**src/rtl/apb_initiator.sv**
```systemverilog
// apb_initiator: single-outstanding APB requester bridging a valid/ready request/response port to an APB slave.
// Define APB_INITIATOR_TIMEOUT_EN to abort ACCESS phases that exceed timeout_cycles with an error response.
package apb_initiator_pkg;
    typedef struct packed {
        logic        pselx;
        logic        penable;
        logic [31:0] paddr;
        logic        pwrite;
        logic [31:0] pwdata;
        logic [3:0]  pstrb;
        logic [2:0]  pprot;
    } apb_in_type;
    localparam apb_in_type apb_in_none = '0;
    typedef struct packed {
        logic        pready;
        logic [31:0] prdata;
        logic        pslverr;
    } apb_out_type;
endpackage

module apb_initiator
    import apb_initiator_pkg::*;
#(
    parameter int timeout_cycles = 256
) (
    input  logic        i_clk,
    input  logic        i_nrst,
    input  logic        i_req_valid,
    output logic        o_req_ready,
    input  logic [31:0] i_req_addr,
    input  logic        i_req_write,
    input  logic [31:0] i_req_wdata,
    input  logic [3:0]  i_req_wstrb,
    input  logic [2:0]  i_req_prot,
    output logic        o_resp_valid,
    input  logic        i_resp_ready,
    output logic [31:0] o_resp_rdata,
    output logic        o_resp_err,
    output apb_in_type  o_apbo,
    input  apb_out_type i_apbi
);
    typedef enum logic [1:0] {IDLE, SETUP, ACCESS, RESP} state_t;
    state_t state;
    logic   done;
`ifdef APB_INITIATOR_TIMEOUT_EN
    logic [15:0] cnt;
    // a pready arriving on the expiry cycle still completes normally
    assign done = i_apbi.pready || cnt == 16'(timeout_cycles - 1);
`else
    assign done = i_apbi.pready;
`endif
    always_ff @(posedge i_clk or negedge i_nrst) begin
        if (!i_nrst) begin
            state        <= IDLE;
            o_apbo       <= apb_in_none;
            o_req_ready  <= 1'b1;
            o_resp_valid <= 1'b0;
            o_resp_rdata <= '0;
            o_resp_err   <= 1'b0;
`ifdef APB_INITIATOR_TIMEOUT_EN
            cnt          <= '0;
`endif
        end else begin
            case (state)
                IDLE: if (i_req_valid) begin
                    state       <= SETUP;
                    o_req_ready <= 1'b0;
                    o_apbo      <= '{pselx: 1'b1, penable: 1'b0, paddr: i_req_addr, pwrite: i_req_write,
                                     pwdata: i_req_wdata, pstrb: i_req_write ? i_req_wstrb : 4'h0,
                                     pprot: i_req_prot};
                end
                SETUP: begin
                    state          <= ACCESS;
                    o_apbo.penable <= 1'b1;
`ifdef APB_INITIATOR_TIMEOUT_EN
                    cnt            <= '0;
`endif
                end
                ACCESS: if (done) begin
                    state        <= RESP;
                    o_apbo       <= apb_in_none;
                    o_resp_valid <= 1'b1;
                    o_resp_rdata <= (i_apbi.pready && !o_apbo.pwrite) ? i_apbi.prdata : 32'h0;
                    o_resp_err   <= i_apbi.pready ? i_apbi.pslverr : 1'b1;
                end else begin
`ifdef APB_INITIATOR_TIMEOUT_EN
                    cnt <= cnt + 16'd1;
`endif
                end
                RESP: if (i_resp_ready) begin
                    state        <= IDLE;
                    o_req_ready  <= 1'b1;
                    o_resp_valid <= 1'b0;
                    o_resp_rdata <= '0;
                    o_resp_err   <= 1'b0;
                end
                default: state <= IDLE;
            endcase
        end
    end
endmodule

```
**config.mk**
```make
export PLATFORM = sky130hd
export DESIGN_NAME = apb_initiator
export DESIGN_NICKNAME = d
export VERILOG_FILES = /design/src/rtl/apb_initiator.sv
export SDC_FILE = /design/constraint.sdc
export NUM_CORES = 1
export LEC_CHECK = 0
export BUFFER_PORTS_ARGS = -buffer_cell sky130_fd_sc_hd__buf_2
export CORE_MARGIN = 5
export CORE_UTILIZATION = 51
export DETAILED_ROUTE_END_ITERATION = 10
export PLACE_DENSITY = 0.85
export SYNTH_ARGS = -nofsm -noshare
export SYNTH_HDL_FRONTEND = slang
export SYNTH_SLANG_ARGS = --single-unit
```
**constraint.sdc**
```tcl
create_clock -name i_clk -period 4.9 [get_ports i_clk]
set_input_delay 0.98 -clock i_clk [delete_from_list [all_inputs] [get_ports i_clk]]
set_output_delay 0.98 -clock i_clk [all_outputs]
set_load 0.02 [all_outputs]
```
==> run summary, run 1 <==
Ranking of synthesized cells by area - dfrtp_1, nand4b_1, inv_1
First-pass DRT Iterations - 4
Core Region - 9730 um2
I/O Buffers - 218
Buffer and inverter count on the worst path - 2
Mux cell area share after synthesis - 7.96%
Slew Viols, Final - 0
Post-synthesis adder-cell area fraction - 1.48%
Global-route wire length before repair - 20500 um
Drt via density - 5.09
Final net count - 810
Clock sink count - 111
Worst stage delay on the critical path - 890 ps
Vias in the first global route - 4271
Top delay family on crit path - adder cells
Setup Skew - 12.1 ps
Min-Delay Path Class - reg2reg
Seq/Total Area, Yosys - 54.9%
Pwr Total - 4220 uW
Final std cells w/o fill - 832
Clock Tree Buf Depth - 2
GR met1 Demand/Resource - 26.7%
Initial core utilization - 52.0%
Final setup fails - 0
# DRC - 0
Row count - 36
Share of layout cells above drive strength 1 - 35.5%
WP data required - 5180 ps
Number of H-tree levels - 3
TritonCTS Buffers - 9
Wire per inst - 16.1 um
FF-to-FF setup slack - 2230 ps
Clock Latency Late Sink - 360 ps
Die Height - 110 um
Critical path fanouts, max - 74
Placed cell areas - 6200 um2
Area leader, netlist - dfrtp_1
Post-synth top area share - 54.4%
Final WL - 13400 um
Syn_nets - 612
Cells after synthesis - 496
DR iter-0 viols - 256
Fin. Hold Viols - 0
Post-DP HPWL - 9600 um
Status - finished clean
RSZ-0062 raised after global routing - no
Vias - 4234
Initial antenna violation count - 3
Worst-path clk slew - 110 ps
GR Util met3 - 6.40%
Worst path slowest cell - ha_2
Headroom to the max-slew limit - 22.0%
Setup Fix Bufs, Post-CTS - 0
#FFs+latches synth - 111
Period utilization - 54.5%
Synth Area in Compound Gates - 7.44%
Slew @ Worst Pin - 1170 ps
Met2 usage - 36.8%
Placed insts - 816
CP Launch Type - flop
Remaining antenna violation count - 0
Routability cong. - 0.768
I/O pin count - 219
Final Cell Area - 6390 um2
GR Util All Layers - 21.8%
Commonest non-fill, non-tap cell in the layout - buf_2
Synth Warn # - 0
CTS tree - yes
Die ar. - 12000 um2
Clock Tree Root - clkbuf_8
Crit path DAT - 2950 ps
Setup TNS after final layout - 0 ps
Crit-path cells - inv_1, ha_2, nor2_1, nor3_4, buf_4, mux2i_1
Synth unique cells - 23
Leak - 0.00332 uW
Die W - 110 um
Busiest grt layer - met2
Simple-Gate Fraction of Synth Area - 16.6%
Global route overflow - 0
Netlist Area Pre-Place - 5060 um2
Final Util - 65.7%
Final min period - 2670 ps
Highest-count cells in the layout ignoring fill and taps - buf_2, dfrtp_1, inv_1
Post-CTS sizing - 0
N_diodes - 0
Maxcap violations - 0
Max rail drop VDD - 365 uV
Pwr Density - 660 nW/um2
Largest net degree at the start of global routing - 88
Xor and xnor area share after synthesis - 0%
Syn avg cell area - 10.2 um2
Peak Freq - 0.374 GHz
CP endpoint kind - flop
Synthesis-to-finish area growth - 26.2%
Largest family of logic cells by synthesized area - simple AND/OR/NAND/NOR gates
CP Class - reg2reg
Hold_buf cts - 0
==> final timing paths <==
kind,startpoint,endpoint,cells past startpoint
worst min register to register,o_apbo[72],o_apbo[72],1
worst min-delay path,o_apbo[72],o_apbo[72],1
min in group asynchronous,i_nrst,o_resp_rdata[31],1
worst max register to register,state[0],o_resp_rdata[25],6
max in group asynchronous,i_nrst,o_apbo[26],2
worst max-delay path,state[0],o_resp_rdata[25],6
==> layout make-up <==
class	instances	area (um2)
clock buffer	10	138
inverter	109	409
tap	133	166
multi-input combinational	239	1710
fill	824	3340
clock inverter	6	51.3
timing repair buffer	224	1140
sequential	111	2780
==> registers in the layout, indices dropped and copies added, names as in the netlist <==
register      count
state             2
o_resp_rdata     32
o_apbo           74
o_req_ready       1
o_resp_err        1
o_resp_valid      1
==> routing by layer <==
layer  wire length [um]  vias up
li1                   -     2011
met1               5290     2004
met2               6530      188
met3               1280       25
met4                282        6
met5                 38        -
==> Yosys cell counts <==
| master | count |
|---|---|
| dfrtp_1 | 110 |
| inv_1 | 109 |
| nand4b_1 | 69 |
| o21ai_0 | 64 |
| mux2i_1 | 38 |
| nand2_1 | 36 |
| clkbuf_1 | 23 |
| o21ai_1 | 7 |
| clkbuf_2 | 6 |
| ha_1 | 6 |
| nor2b_1 | 5 |
| buf_2 | 4 |
| nor2_1 | 4 |
| buf_6 | 3 |
| mux2_2 | 2 |
| nor3_1 | 2 |
| nor3_4 | 2 |
| a21boi_0 | 1 |
| a21oi_1 | 1 |
| buf_4 | 1 |
| dfstp_2 | 1 |
| nor3b_2 | 1 |
| o22a_1 | 1 |
==> cell families after synthesis <==
group / after synthesis
DFF: 111
adders and majority gates: 6
muxes: 40
buffers and inverters: 146
AOI/OAI and AO/OA: 74
and+or+nand+nor: 119
==> power by group <==
part / total (uW) / switching, uW / internal, uW
Combinational: 2170 / 1400 / 779
Sequential: 1510 / 212 / 1300
Clock: 530 / 321 / 209
Total: 4220 / 1930 / 2290
==> per-stage QoR <==
step | worst slack, ps | hold WS (ps)
after floorplan | 2900 | 550
after global placement | 2340 | 494
after detailed placement | 2220 | 492
after CTS | 2190 | 515
after global routing | 1920 | 535
final | 2230 | 513
Note: power is estimated with default switching activity, not from simulation.
==> run 2, diff against run 1 <==
--- a/config.mk
+++ b/config.mk
@@ -5,11 +5,12 @@
 export SDC_FILE = /design/constraint.sdc
 export NUM_CORES = 1
 export LEC_CHECK = 0
+export ABC_AREA = 1
 export BUFFER_PORTS_ARGS = -buffer_cell sky130_fd_sc_hd__buf_2
 export CORE_MARGIN = 5
-export CORE_UTILIZATION = 51
+export CORE_UTILIZATION = 44
 export DETAILED_ROUTE_END_ITERATION = 10
-export PLACE_DENSITY = 0.85
+export PLACE_DENSITY = 0.77
 export SYNTH_ARGS = -nofsm -noshare
 export SYNTH_HDL_FRONTEND = slang
 export SYNTH_SLANG_ARGS = --single-unit
==> constraint.sdc (replaced) <==
create_clock -name i_clk -period 2.4 [get_ports i_clk]
set_input_delay 0.48 -clock i_clk [delete_from_list [all_inputs] [get_ports i_clk]]
set_output_delay 0.48 -clock i_clk [all_outputs]
set_load 0.02 [all_outputs]
==> run 2 against run 1 <==
Effect of this change:
- highest routed layer is now met4
- fmax grew 38%
- largest power group unchanged
- critical path type unchanged
- worst hold slack lost 410 ps
- total power grew 120%
- largest cell class unchanged
- design area grew 5.9%
==> run summary, run 2 <==
I/O pin count - 219
Headroom to the max-slew limit - 50.7%
Remaining antenna violation count - 0
Routability cong. - 0.835
Post-synth top area share - 51.7%
Setup Skew - 10.3 ps
Commonest non-fill, non-tap cell in the layout - nand2_1
Drt via density - 4.93
Setup Fix Bufs, Post-CTS - 0
Largest net degree at the start of global routing - 74
Hold_buf cts - 0
TritonCTS Buffers - 9
Count leader, synth - nand2_1
Max reg flops - 74
CP Class - reg2reg
Top delay family on crit path - buffers and inverters
Placed insts - 994
Initial core utilization - 44.5%
Combinational fraction of design power - 51.1%
# DRC - 0
Max rail drop VDD - 564 uV
Critical path fanouts, max - 73
Crit path DAT - 2200 ps
Global-route wire length before repair - 23000 um
Global route overflow - 0
Period utilization - 80.4%
Wire per inst - 14.3 um
Endpoint of the most critical register-to-register path - o_apbo[9]
Final WL - 14400 um
Clock Tree Buf Depth - 2
Synth Warn # - 0
Final net count - 974
RSZ-0062 raised after global routing - no
Highest-count cells in the layout ignoring fill and taps - nand2_1, buf_2, dfrtp_1
Share of layout cells above drive strength 1 - 29.8%
Die W - 120 um
Top post-synthesis cells by count - nand2_1, dfrtp_1, nand3b_1
Post-DP HPWL - 10200 um
WP data required - 2670 ps
Syn avg cell area - 8.02 um2
Status - finished clean
Synthesis-to-finish area growth - 27.0%
Async SR Flop Fraction - 100%
Sequential cell fraction of total power - 32.6%
Clock sink count - 111
Maxcap violations - 0
Power Internal - 4920 uW
P_sw - 4310 uW
Initial antenna violation count - 1
Top Registers - o_apbo x74, o_resp_rdata x32, state x2
Die ar. - 14400 um2
Setup TNS after final layout - 0 ps
Netlist Area Pre-Place - 5330 um2
Synth Flop Type - dfrtp_1
Final std cells w/o fill - 1011
Seq/Total Area, Yosys - 52.2%
CP Launch Type - flop
Clock power share - 16.4%
DR iter-0 viols - 396
Worst stage delay on the critical path - 580 ps
Min-Delay Path Class - in2async
CP endpoint kind - flop
Slew @ Worst Pin - 740 ps
Area leader, netlist - dfrtp_1
R2R Path Start - state[0]
Post-CTS sizing - 0
Leak - 0.00406 uW
Most common cell on crit path - nand2_1
Vias in the first global route - 4649
Cells after synthesis - 664
Final min period - 1930 ps
Slew Viols, Final - 0
Buffer and inverter count on the worst path - 3
Synth unique cells - 19
Syn_nets - 780
Worst-path clk slew - 80 ps
Pwr Total - 9230 uW
Die Height - 120 um
Post-synth EDFFs - 0
Final setup fails - 0
Ranking of synthesized cells by area - dfrtp_1, nand2_1, nand3b_1
Fin. Hold Viols - 0
Depth of the worst register-to-register path - 8
GR Util All Layers - 19.5%
Clock Tree Root - clkbuf_16
#FFs+latches synth - 111
Number of H-tree levels - 3
First-pass DRT Iterations - 4
Core Region - 12000 um2
Worst path slowest cell - buf_4
Sw Ratio - 46.7%
I/O Buffers - 218
CTS tree - yes
Vias - 4981
Clock Latency Late Sink - 340 ps
Biggest register - o_apbo
Peak Freq - 0.518 GHz
Row count - 40
FF-to-FF setup slack - 470 ps
Pwr Density - 1370 nW/um2
Crit-path cells - inv_1, ha_1, inv_2, nand2_1, nand2_2, buf_4, nand3b_1, nand2_1
## run 2: changes by cell type after synthesis, moves of 5 or more
cell      delta
nand2_1    +299
inv_1      -103
nand3b_1    +70
nand4b_1    -69
o21ai_0     -63
nand3_1     +40
mux2i_1     -38
nor2_1      +34
buf_2       +18
clkbuf_1    -12
o21ai_1      -7
buf_4        +6
clkbuf_2     -6
nor2b_1      -5
## run 2: per-layer routing
layer / wire, um / part of all wire (%) / up-vias / track usage [%]
li1: - / - / 2461 / -
met1: 5830 / 40 / 2317 / 25.4
met2: 7280 / 51 / 176 / 31.6
met3: 917 / 6.4 / 27 / 3.35
met4: 380 / 2.6 / 0 / 9.02
met5: 0 / 0 / - / 0
## run 2: how the worst max path moves through the flow
stage | cells after the start | slack, ps | to | startpoint
after global placement | 7 | 510 | o_apbo[9] | state[0]
after CTS | 8 | 470 | o_apbo[22] | state[0]
final | 8 | 470 | o_apbo[9] | state[0]
after floorplan | 9 | 940 | o_apbo[10] | state[0]
after detailed placement | 8 | 480 | o_apbo[13] | state[0]
after global routing | 8 | 290 | o_apbo[9] | state[0]
## run 2: logic make-up (layout without fill, tap and decap cells)
kind of cell / Yosys count / count (layout) / share of synthesized area [%]
flip-flops: 111 / 111 / 52.2
adder cells (fa/ha/maj): 6 / 6 / 1.41
AO/OA/AOI/OAI: 2 / 2 / 0.258
other: 0 / 1 / 0
AND/OR/NAND/NOR: 489 / 489 / 40.6
buffers and inverters: 56 / 255 / 5.52
## run 2: through the flow
step / worst slack, ps / utilization (%) / hold WS, ps / instance area (um2)
final: 470 / 56.6 / 106 / 6770
after global routing: 294 / 56.6 / 139 / 6770
after CTS: 474 / 56.5 / 118 / 6760
after detailed placement: 479 / 54.0 / 453 / 6460
after global placement: 510 / 54.0 / 448 / 6460
after floorplan: 937 / - / 184 / 5330
## run 2: final cells by class
cell class	count	area (um2)
antenna	1	2.50
clock buffer	9	225
clock inverter	7	77.6
fill	1142	5200
inverter	9	33.8
multi-input combinational	497	2250
sequential	111	2780
tap	147	184
timing repair buffer	230	1210
## run 2: power by group through the flow
stage               Combinational, uW  Sequential, uW  Clock (uW)
floorplan                        2570            3870           0
global placement                 4680            3010           0
detailed placement               4780            3030           0
CTS                              4770            3010        1550
global route                     5250            3100        1640
finish                           4720            3010        1510
## run 2: worst reg2reg max path: cells and delay by family (launching register included)
kind                     cells  cell delay [ps]
AND/OR/NAND/NOR              4              420
buffers and inverters        3              790
flip-flops                   1              390
adder cells (fa/ha/maj)      1              270
==> run 3, diff against run 2 <==
==> constraint.sdc (replaced) <==
create_clock -name i_clk -period 1.7 [get_ports i_clk]
set_input_delay 0.34 -clock i_clk [delete_from_list [all_inputs] [get_ports i_clk]]
set_output_delay 0.34 -clock i_clk [all_outputs]
set_load 0.02 [all_outputs]
==> run 3 against run 2 <==
Effect of this change:
- sequential cell count unchanged
- first-iteration DRC count down 12%
- non-clock buffer count up 7
- final cell count up 0.69%
- register-to-register slack worse by 340 ps
- utilization up 1.3 points
- largest cell class unchanged
- setup slack worse by 340 ps
- worst hold slack better by 190 ps
- combinational power up 52%
- fmax up 23%
- clock skew down 2.2 ps
==> run summary, run 3 (synthesis results as in run 2) <==
Die ar. - 14400 um2
Buffer and inverter count on the worst path - 2
Core Region - 12000 um2
Global-route wire length before repair - 22500 um
Setup TNS after final layout - 0 ps
TritonCTS Buffers - 9
Crit path DAT - 1850 ps
Most common cell on crit path - nand2_2
Max reg flops - 74
Fin. Hold Viols - 0
Share of layout cells above drive strength 1 - 30.2%
Number of H-tree levels - 3
Final std cells w/o fill - 1018
CP endpoint kind - flop
DR iter-0 viols - 349
Period utilization - 92.6%
Die Height - 120 um
Final Cell Area - 6920 um2
Largest net degree at the start of global routing - 60
Biggest register - o_apbo
Final Util - 57.8%
Top delay family on crit path - simple AND/OR/NAND/NOR gates
WP data required - 1980 ps
Clock Latency Late Sink - 340 ps
Leak - 0.00413 uW
Crit-path cells - inv_1, ha_2, nand2_2, nand2_2, buf_12, nand3b_1, nand2_1
Remaining antenna violation count - 0
Row count - 40
Highest-count cells in the layout ignoring fill and taps - nand2_1, buf_2, dfrtp_1
Maxcap violations - 0
Headroom to the max-slew limit - 71.6%
Slew Viols, Final - 0
Post-DP HPWL - 10000 um
Min-Delay Path Class - in2reg
Commonest non-fill, non-tap cell in the layout - nand2_1
Pwr Density - 1950 nW/um2
Die W - 120 um
I/O Buffers - 218
Top Registers - o_apbo x74, o_resp_rdata x32, state x2
Setup Skew - 8.04 ps
First-pass DRT Iterations - 5
Pwr Total - 13500 uW
Status - finished clean
I/O pin count - 219
Global route overflow - 0
Final min period - 1570 ps
Worst-path clk slew - 70 ps
Initial antenna violation count - 1
Synthesis-to-finish area growth - 29.9%
Slew @ Worst Pin - 427 ps
Clock Tree Buf Depth - 2
Vias in the first global route - 4552
Max rail drop VDD - 798 uV
Worst stage delay on the critical path - 400 ps
# DRC - 0
Final WL - 14400 um
Layout filler cell count - 1114
Clock sink count - 111
Initial core utilization - 44.5%
Final setup fails - 0
Final net count - 981
CP Class - reg2reg
Drt via density - 4.87
Peak Freq - 0.635 GHz
Placed cell areas - 6570 um2
CP Launch Type - flop
Critical path fanouts, max - 59
CTS tree - yes
GR Util All Layers - 19.3%
Clock Tree Root - clkbuf_16
Wire per inst - 14.2 um
Worst path slowest cell - dfrtp_1
Placed insts - 998
Routability cong. - 0.833
RSZ-0062 raised after global routing - no
Vias - 4954
==> run 3: repair_timing <==
item / 4_1_cts / 5_1_grt
setup endpoints to repair: 0 / 74
setup buffers: 0 / 1
hold endpoints to repair: 28 / 0
resized for setup: 0 / 3
hold buffers: 1 / 0
==> run 3: final timing paths <==
| check | slack [ps] | depth (start not counted) | start | to |
|---|---|---|---|---|
| hold reg to reg | 460 | 2 | o_apbo[6] | o_apbo[6] |
| hold / removal | 300 | 4 | i_req_valid | o_req_ready |
| setup / recovery | 130 | 7 | state[0] | o_apbo[50] |
| setup reg to reg | 130 | 7 | state[0] | o_apbo[50] |
| max in group asynchronous | 610 | 3 | i_nrst | o_resp_rdata[1] |
| min in group asynchronous | 470 | 2 | i_nrst | o_apbo[32] |
==> run 3: power breakdown <==
group / total [uW] / leakage (uW) / internal [uW] / switching [uW]
Combinational: 7170 / 0.00256 / 2460 / 4710
Sequential: 4230 / 0.00143 / 3710 / 527
Clock: 2110 / 0.000143 / 1150 / 955
Total: 13500 / 0.00413 / 7320 / 6200
==> run 3: per-layer routing <==
metal,global-route usage (%),up-vias,share of wire (%)
met3,2.92,26,4.9
li1,-,2475,-
met5,0,-,0
met2,32.1,158,50
met4,8.52,0,2.8
met1,24.9,2295,42
==> run 3: stage by stage <==
stage	hold WS, ps	setup slack [ps]
final	300	126
after global routing	300	15.3
after CTS	290	53.8
after detailed placement	303	70.2
after global placement	305	129
after floorplan	44.4	237
==> run 3: cell type report <==
| cell class | count | area, um2 | share of cell area, % |
|---|---|---|---|
| flip-flops and latches | 111 | 2780 | 40.2 |
| multi-input cells | 497 | 2260 | 32.7 |
| repair buffers | 237 | 1360 | 19.7 |
| clock buffers | 10 | 229 | 3.31 |
| well taps | 147 | 184 | 2.66 |
| clock inverters | 6 | 68.8 | 0.995 |
| inverters | 9 | 33.8 | 0.488 |
| diodes | 1 | 2.50 | 0.0362 |
==> run 3: worst min-delay path: stages <==
cell and delay [ps]:
buf_2 100, nand3_1 70, nand2_1 50, o21ai_0 70
